$ cat src/rtl/seq_pattern_gen_if.sv
// Purpose: control/config inputs and serial-line outputs of the bit-pattern transmitter.
// Latency: none. This file only groups the signals.
// Backpressure: none. The serial line has no ready; start is accepted only while busy==0.
//
// Signals (direction as seen by the transmitter, which uses the slave modport):
//   start, abort            in   job request / synchronous cancel
//   pattern, len, rep, gap  in   job configuration, sampled when start is accepted
//   idle_bit                in   line level while x_valid==0
//   x, x_valid              out  serial data and its qualifier
//   busy, done, err         out  job status
interface seq_pattern_gen_if #(
    parameter int MAX_LEN = 16,
    parameter int LEN_W   = 5,
    parameter int CNT_W   = 8,
    parameter int GAP_W   = 4
);
    logic               start;
    logic               abort;
    logic [MAX_LEN-1:0] pattern;
    logic [LEN_W-1:0]   len;
    logic [CNT_W-1:0]   rep;
    logic [GAP_W-1:0]   gap;
    logic               idle_bit;
    logic               x;
    logic               x_valid;
    logic               busy;
    logic               done;
    logic               err;

    // The traffic controller that requests jobs and watches the line.
    modport master (
        output start, abort, pattern, len, rep, gap, idle_bit,
        input  x, x_valid, busy, done, err
    );

    // The transmitter itself.
    modport slave (
        input  start, abort, pattern, len, rep, gap, idle_bit,
        output x, x_valid, busy, done, err
    );
endinterface

$ cat src/rtl/seq_pattern_gen.sv
// Purpose: serial bit-pattern transmitter. Sends a latched pattern MSB-first, rep times, with gap idle cycles between repetitions.
// Latency: the first bit is on x one cycle after start is accepted. done pulses one cycle after the last bit.
// Backpressure: none downstream. start is ignored while busy. abort cancels the job on the next edge.
//
// Ports:
//   clk    in  clock; all logic changes on posedge
//   reset  in  asynchronous, active-high; clears the state and drives every output to 0
//   sp     slave modport of seq_pattern_gen_if
//            inputs  : start, abort, pattern, len, rep, gap, idle_bit
//            outputs : x, x_valid, busy, done, err (all registered)
module seq_pattern_gen #(
    parameter int MAX_LEN = 16,
    parameter int LEN_W   = 5,
    parameter int CNT_W   = 8,
    parameter int GAP_W   = 4
) (
    input  logic            clk,
    input  logic            reset,
    seq_pattern_gen_if.slave sp
);

    typedef enum logic [1:0] {
        S_IDLE = 2'd0,
        S_SEND = 2'd1,
        S_GAP  = 2'd2
    } state_t;

    state_t             r_state, w_state_nxt;

    // Latched copy of the job configuration. Live inputs are ignored while busy.
    logic [MAX_LEN-1:0] r_pat,   w_pat_nxt;
    logic [LEN_W-1:0]   r_len,   w_len_nxt;
    logic [GAP_W-1:0]   r_gap,   w_gap_nxt;

    // r_idx    : index of the bit currently on x
    // r_rep    : repetitions remaining, counting the one in progress
    // r_gcnt   : gap cycles remaining, counting the one currently on the line
    logic [LEN_W-1:0]   r_idx,   w_idx_nxt;
    logic [CNT_W-1:0]   r_rep,   w_rep_nxt;
    logic [GAP_W-1:0]   r_gcnt,  w_gcnt_nxt;

    // Registered outputs.
    logic               r_x,       w_x_nxt;
    logic               r_x_valid, w_x_valid_nxt;
    logic               r_busy,    w_busy_nxt;
    logic               r_done,    w_done_nxt;
    logic               r_err,     w_err_nxt;

    logic               w_cfg_legal;
    logic               w_first_live;
    logic               w_first_lat;
    logic               w_next_bit;

    // Bit select with a runtime index, written as a mask so the index width
    // does not have to match the vector's natural index width.
    function automatic logic f_bit_at(input logic [MAX_LEN-1:0] vec,
                                      input logic [LEN_W-1:0]   idx);
        return |(vec & (MAX_LEN'(1) << idx));
    endfunction

    assign w_cfg_legal  = (sp.len != '0) && (sp.len <= LEN_W'(MAX_LEN)) && (sp.rep != '0);

    // First bit of a job just being accepted. It comes from the live inputs
    // because the latched copy is only written at this same edge.
    assign w_first_live = f_bit_at(sp.pattern, sp.len - LEN_W'(1));

    // First bit of a follow-on repetition, taken from the latched copy.
    assign w_first_lat  = f_bit_at(r_pat, r_len - LEN_W'(1));

    // Bit that follows the one now on the line within the same repetition.
    assign w_next_bit   = f_bit_at(r_pat, r_idx - LEN_W'(1));

    // Next-state and next-output logic. Each register computes the value it
    // will show during the following cycle. This keeps every output registered
    // while start still produces its first bit one cycle after acceptance.
    always_comb begin
        w_state_nxt   = r_state;
        w_pat_nxt     = r_pat;
        w_len_nxt     = r_len;
        w_gap_nxt     = r_gap;
        w_idx_nxt     = r_idx;
        w_rep_nxt     = r_rep;
        w_gcnt_nxt    = r_gcnt;
        w_x_nxt       = sp.idle_bit;
        w_x_valid_nxt = 1'b0;
        w_busy_nxt    = 1'b0;
        w_done_nxt    = 1'b0;
        w_err_nxt     = 1'b0;

        unique case (r_state)
            S_IDLE: begin
                // abort in IDLE only suppresses a start in the same cycle.
                if (sp.start && !sp.abort) begin
                    if (w_cfg_legal) begin
                        w_pat_nxt     = sp.pattern;
                        w_len_nxt     = sp.len;
                        w_gap_nxt     = sp.gap;
                        w_idx_nxt     = sp.len - LEN_W'(1);
                        w_rep_nxt     = sp.rep;
                        w_gcnt_nxt    = '0;
                        w_state_nxt   = S_SEND;
                        w_x_nxt       = w_first_live;
                        w_x_valid_nxt = 1'b1;
                        w_busy_nxt    = 1'b1;
                    end else begin
                        w_err_nxt     = 1'b1;
                    end
                end
            end

            S_SEND: begin
                if (sp.abort) begin
                    w_state_nxt = S_IDLE;
                    w_idx_nxt   = '0;
                    w_rep_nxt   = '0;
                    w_gcnt_nxt  = '0;
                end else if (r_idx != '0) begin
                    // Still inside this repetition.
                    w_idx_nxt     = r_idx - LEN_W'(1);
                    w_x_nxt       = w_next_bit;
                    w_x_valid_nxt = 1'b1;
                    w_busy_nxt    = 1'b1;
                end else if (r_rep > CNT_W'(1)) begin
                    // Bit 0 of a repetition that is not the last one.
                    w_rep_nxt  = r_rep - CNT_W'(1);
                    w_busy_nxt = 1'b1;
                    if (r_gap != '0) begin
                        w_state_nxt = S_GAP;
                        w_gcnt_nxt  = r_gap;
                    end else begin
                        w_idx_nxt     = r_len - LEN_W'(1);
                        w_x_nxt       = w_first_lat;
                        w_x_valid_nxt = 1'b1;
                    end
                end else begin
                    // Bit 0 of the last repetition. No gap follows it.
                    w_state_nxt = S_IDLE;
                    w_done_nxt  = 1'b1;
                    w_idx_nxt   = '0;
                    w_rep_nxt   = '0;
                end
            end

            S_GAP: begin
                if (sp.abort) begin
                    w_state_nxt = S_IDLE;
                    w_idx_nxt   = '0;
                    w_rep_nxt   = '0;
                    w_gcnt_nxt  = '0;
                end else if (r_gcnt > GAP_W'(1)) begin
                    w_gcnt_nxt = r_gcnt - GAP_W'(1);
                    w_busy_nxt = 1'b1;
                end else begin
                    // Last gap cycle is on the line now. Restart the pattern.
                    w_state_nxt   = S_SEND;
                    w_gcnt_nxt    = '0;
                    w_idx_nxt     = r_len - LEN_W'(1);
                    w_x_nxt       = w_first_lat;
                    w_x_valid_nxt = 1'b1;
                    w_busy_nxt    = 1'b1;
                end
            end

            default: begin
                w_state_nxt = S_IDLE;
            end
        endcase
    end

    always_ff @(posedge clk or posedge reset) begin
        if (reset) begin
            r_state   <= S_IDLE;
            r_pat     <= '0;
            r_len     <= '0;
            r_gap     <= '0;
            r_idx     <= '0;
            r_rep     <= '0;
            r_gcnt    <= '0;
            r_x       <= 1'b0;
            r_x_valid <= 1'b0;
            r_busy    <= 1'b0;
            r_done    <= 1'b0;
            r_err     <= 1'b0;
        end else begin
            r_state   <= w_state_nxt;
            r_pat     <= w_pat_nxt;
            r_len     <= w_len_nxt;
            r_gap     <= w_gap_nxt;
            r_idx     <= w_idx_nxt;
            r_rep     <= w_rep_nxt;
            r_gcnt    <= w_gcnt_nxt;
            r_x       <= w_x_nxt;
            r_x_valid <= w_x_valid_nxt;
            r_busy    <= w_busy_nxt;
            r_done    <= w_done_nxt;
            r_err     <= w_err_nxt;
        end
    end

    assign sp.x       = r_x;
    assign sp.x_valid = r_x_valid;
    assign sp.busy    = r_busy;
    assign sp.done    = r_done;
    assign sp.err     = r_err;

endmodule

$ cat src/flat_wrapper.sv
// flat-port wrapper written by rule: the top's interface ports become plain ports
module seq_pattern_gen_flat 
#(
    parameter int MAX_LEN = 16,
    parameter int LEN_W   = 5,
    parameter int CNT_W   = 8,
    parameter int GAP_W   = 4
)
  (clk, reset, sp_start, sp_abort, sp_pattern, sp_len, sp_rep, sp_gap, sp_idle_bit, sp_x, sp_x_valid, sp_busy, sp_done, sp_err);
  seq_pattern_gen_if #(.MAX_LEN(MAX_LEN), .LEN_W(LEN_W), .CNT_W(CNT_W), .GAP_W(GAP_W)) sp_i ();
  input  logic clk;
  input  logic reset;
  input wire logic [$bits(sp_i.start)-1:0] sp_start;
  input wire logic [$bits(sp_i.abort)-1:0] sp_abort;
  input wire logic [$bits(sp_i.pattern)-1:0] sp_pattern;
  input wire logic [$bits(sp_i.len)-1:0] sp_len;
  input wire logic [$bits(sp_i.rep)-1:0] sp_rep;
  input wire logic [$bits(sp_i.gap)-1:0] sp_gap;
  input wire logic [$bits(sp_i.idle_bit)-1:0] sp_idle_bit;
  output wire logic [$bits(sp_i.x)-1:0] sp_x;
  output wire logic [$bits(sp_i.x_valid)-1:0] sp_x_valid;
  output wire logic [$bits(sp_i.busy)-1:0] sp_busy;
  output wire logic [$bits(sp_i.done)-1:0] sp_done;
  output wire logic [$bits(sp_i.err)-1:0] sp_err;
  assign sp_i.start = sp_start;
  assign sp_i.abort = sp_abort;
  assign sp_i.pattern = sp_pattern;
  assign sp_i.len = sp_len;
  assign sp_i.rep = sp_rep;
  assign sp_i.gap = sp_gap;
  assign sp_i.idle_bit = sp_idle_bit;
  assign sp_x = sp_i.x;
  assign sp_x_valid = sp_i.x_valid;
  assign sp_busy = sp_i.busy;
  assign sp_done = sp_i.done;
  assign sp_err = sp_i.err;
  seq_pattern_gen #(.MAX_LEN(MAX_LEN), .LEN_W(LEN_W), .CNT_W(CNT_W), .GAP_W(GAP_W)) u_core (.clk(clk), .reset(reset), .sp(sp_i));
endmodule
$ cat config.mk
export PLATFORM = sky130hd
export DESIGN_NAME = seq_pattern_gen_flat
export DESIGN_NICKNAME = d
export VERILOG_FILES = /design/src/rtl/seq_pattern_gen_if.sv /design/src/rtl/seq_pattern_gen.sv /design/src/flat_wrapper.sv
export SDC_FILE = /design/constraint.sdc
export NUM_CORES = 1
export LEC_CHECK = 0
export CAP_MARGIN = 25
export CORE_MARGIN = 3
export CORE_UTILIZATION = 40
export DETAILED_ROUTE_END_ITERATION = 16
export DONT_BUFFER_PORTS = 1
export SLEW_MARGIN = 15
export SYNTH_ARGS = -nofsm -noshare
export SYNTH_HDL_FRONTEND = slang
export SYNTH_SLANG_ARGS = --single-unit
$ cat constraint.sdc
create_clock -name clk -period 2.9 [get_ports clk]
set_clock_uncertainty 0.15 [all_clocks]
set_input_delay 0.145 -clock clk [delete_from_list [all_inputs] [get_ports clk]]
set_output_delay 0.145 -clock clk [all_outputs]
set_load 0.03 [all_outputs]
==> metrics.log <==
INFO  metric most_used_cells_in_the_layout_excluding_fill_and_tap_cells = 49 x dfrtp_1, 36 x dlygate4sd3_1, 27 x nand2_1, 27 x mux2_2, 24 x ha_1
INFO  metric internal-power = 2.21 mW
INFO  metric layout.core_utilization = 49.2%
INFO  metric num-nets-final = 442
INFO  metric detailed_place_hpwl = 6300 um
INFO  metric core_region_area = 7850 um^2
INFO  metric post_synth_instance_area = 3270 um^2
INFO  metric synth.net_count = 403
INFO  metric final.hold.worst_slack = -0.00203 ns
INFO  metric tritoncts_clock_tree = done
INFO  metric dp_cells = 439
INFO  metric most_common_cell_after_layout_fill_and_taps_aside = dfrtp_1
INFO  metric cts_made_buffers = 5
INFO  metric grt_setup_unrepaired = no
INFO  metric ys_dominant_reg_cell = dfrtp_1
INFO  metric synth_seq_cells = 49
INFO  metric final.period_utilization = 92.8%
INFO  metric via_count_of_the_first_global_routing_pass = 2,748
INFO  metric sw_frac_of_total = 46.5%
INFO  metric count_of_endpoints_failing_hold_in_the_final_timing_report = 1
INFO  metric clockBufferDepth = 2
INFO  metric finalSetupViolations = 0
INFO  metric final_period_minus_worst_setup_slack = 2.69 ns
INFO  metric yosys.area_share.adder = 9.18%
INFO  metric timing.final.max_slew_violations = 0
INFO  metric highest_layer = met4
INFO  metric wire_length_of_the_first_global_routing_pass = 13,700 um
INFO  metric routedWlPerCell = 17.3 um
INFO  metric die-area = 9300 um^2
INFO  metric port_buffer_count = 0
INFO  metric pre_cts_ws = 0.293 ns
INFO  metric synthesis.yosys.warnings = 0
INFO  metric synthesis.area_per_instance = 9.59 um^2
INFO  metric synth-edff-count = 0
INFO  metric clockRootBuffer = clkbuf_8
INFO  metric area_delta_synth_final = 17.9%
INFO  metric grt_overflow_total = 0
INFO  metric power.static_leakage = 1.59 nW
INFO  metric final_cell_count_no_fill = 482
INFO  metric routedLengthMet1 = 3960 um
INFO  metric worstPathMaxFanout = 16
INFO  metric failed_checks = negative hold slack
INFO  metric fraction_of_power_consumed_by_combinational_cells = 55.9%
INFO  metric first_pass_iters = 5
INFO  metric clock_latency_at_the_later_pin_of_the_worst_skew_pair = 0.31 ns
INFO  metric critical_path.startpoint_type = primary input
INFO  metric grt_util_all_layers = 19.0%
INFO  metric arrival = 2.72 ns
INFO  metric synthArstFlopShare = 100%
INFO  metric synthXorXnorAreaFrac = 2.10%
INFO  metric clock_net_sink_count = 49
INFO  metric post_cts_repair_timing_setup_buffer_count = 0
INFO  metric cp.required = 2.93 ns
INFO  metric setup.worst_path.class = in2reg
INFO  metric critical_path.endpoint_type = flop
INFO  metric synth.area.mux_share = 10.5%
INFO  metric synth_cells = 341
INFO  metric route.vias.total = 2,783
INFO  metric start_util = 41.7%
INFO  metric fp.dieH = 96.4 um
INFO  metric gp_routability_congestion = 0.848
INFO  metric drt-total-wl = 8360 um
INFO  metric count_of_unique_library_cells_instantiated_by_yosys = 56
INFO  metric worst_case_headroom_to_the_max_slew_limit = 55.9%
INFO  metric setup_ws = 0.210 ns
INFO  metric max-cap-violations = 0
INFO  metric power_frac_seq = 33.5%
INFO  metric clockPowerShare = 10.6%
INFO  metric outcome = finished, violations left
INFO  metric fraction_of_final_layout_cells_with_drive_strength_greater_than_1 = 14.5%
INFO  metric fin_tns_setup = 0 ns
INFO  metric pin_count = 43
INFO  metric drcViolationCount = 0
INFO  metric clkSlewWorstSetupHoldPaths = 0.09 ns
INFO  metric max_freq = 0.372 GHz
INFO  metric p_switching = 1.92 mW
INFO  metric timing_worst_slew_pin_value = 0.662 ns
INFO  metric routed-wl-met2 = 3860 um
INFO  metric synth-seq-area-share = 37.5%
INFO  metric grt_antenna_before_repair = 0
INFO  metric ir_worst_vdd = 490 uV
INFO  metric synth_compound_gate_area_share = 21.8%
INFO  metric vias_per_cell = 5.77
INFO  metric powerDensity = 1070 nW/um^2
INFO  metric route.met3.wl = 433 um
INFO  metric num_antenna_cells = 0
INFO  metric htree_num_levels = 2
INFO  metric dominant_combinational_cell_family_by_area_after_synthesis = compound AO/OA/AOI/OAI gates
INFO  metric floorplan.die.width = 96.4 um
INFO  metric violation_count_after_the_first_detailed_route_iteration = 240
INFO  metric antenna_violating_nets_post_route = 0
INFO  metric pin_count_of_the_biggest_net_entering_global_routing = 26
INFO  metric post_synth_and_or_nand_nor_area_fraction = 14.4%
INFO  metric timing.hold.worst.class = in2reg
INFO  metric rows = 32
==> metal layers <==
metal  vias to the layer above  global-route usage, %
met1                      1359                   26.6
li1                       1332                      -
met5                         -                      0
met2                        83                   30.6
met3                         9                   3.41
met4                         0                   4.21
==> worst paths after layout <==
kind                                  from               to  slack (ns)  depth (start not counted)
min                               sp_start    u_core.sp.err      -0.002                          3
max in group asynchronous            reset  u_core.r_idx[4]        1.87                          3
max reg2reg                u_core.r_idx[0]      u_core.sp.x        0.22                          9
max                              sp_len[0]  u_core.r_rep[5]        0.21                          9
min in group asynchronous            reset  u_core.r_pat[6]        0.19                          2
min reg2reg                u_core.r_rep[1]  u_core.r_rep[1]        0.37                          2
==> synth_stat cells (3+ instances only) <==
master,count,area [um^2]
nor3_1,9,45.0
o22ai_1,6,37.5
a31oi_1,5,31.3
o21ai_0,23,115
o21ai_2,3,26.3
mux2i_1,4,40.0
nand2b_1,4,25.0
dfrtp_1,49,1230
inv_1,24,90.1
xnor2_1,4,35.0
nor4_1,3,18.8
nor2b_1,3,18.8
nand3_1,11,55.1
clkbuf_1,3,11.3
ha_1,24,300
nor2_1,18,67.6
a22oi_1,12,90.1
nand2_1,27,101
mux2_2,27,304
a211oi_1,3,22.5
o221ai_1,4,35.0
a32oi_1,4,35.0
buf_2,6,30.0
o21ai_1,6,30.0
a21oi_1,19,95.1
==> critical path: stages <==
cell	delay, ns
dlygate4sd3_1	0.53
inv_1	0.14
ha_1	0.20
nor3b_2	0.24
xnor2_2	0.21
a41oi_2	0.22
or3_1	0.65
o21ai_0	0.29
o21ai_1	0.09
==> registers in the layout, summed over array words and instances (netlist names) <==
register	cells
u_core.r_pat	16
u_core.r_rep	8
u_core.r_idx	5
u_core.r_len	5
u_core.r_gap	4
u_core.r_gcnt	4
u_core.r_state	2
u_core.sp.busy	1
u_core.sp.done	1
u_core.sp.err	1
u_core.sp.x	1
u_core.sp.x_valid	1
==> final cells by class <==
cell class,instances,area [um^2]
fillers,758,3990
multi-input cells,257,1900
flip-flops and latches,49,1230
repair buffers,43,425
well taps,102,128
inverters,24,90.1
clock buffers,6,82.6
clock inverters,1,7.51
==> what timing repair did <==
action / in CTS / in global routing
resized for setup: 0 / 0
hold buffers: 36 / 0
endpoints found under the hold margin: 60 / 0
==> cell families after synthesis <==
family / Yosys count
simple gates: 91
buf+inv: 35
flops: 49
fa+ha+maj: 24
compound gates: 104
mux: 31
xor+xnor: 7
==> power groups by stage <==
| stage | clock network [mW] | logic, mW | registers (mW) |
|---|---|---|---|
| global route | 0.471 | 2.58 | 1.43 |
| global placement | 0 | 2.21 | 1.38 |
| floorplan | 0 | 1.82 | 1.29 |
| CTS | 0.446 | 2.29 | 1.38 |
| detailed placement | 0 | 2.24 | 1.39 |
| finish | 0.436 | 2.31 | 1.38 |
==> through the flow <==
step                      total power [mW]  cell area (um^2)
final                                 4.13              3860
after global routing                  4.48              3860
after CTS                             4.11              3860
after detailed placement              3.63              3410
after global placement                3.60              3390
after floorplan                       3.11              3270
No activity file was read; power rests on OpenSTA's default activity.
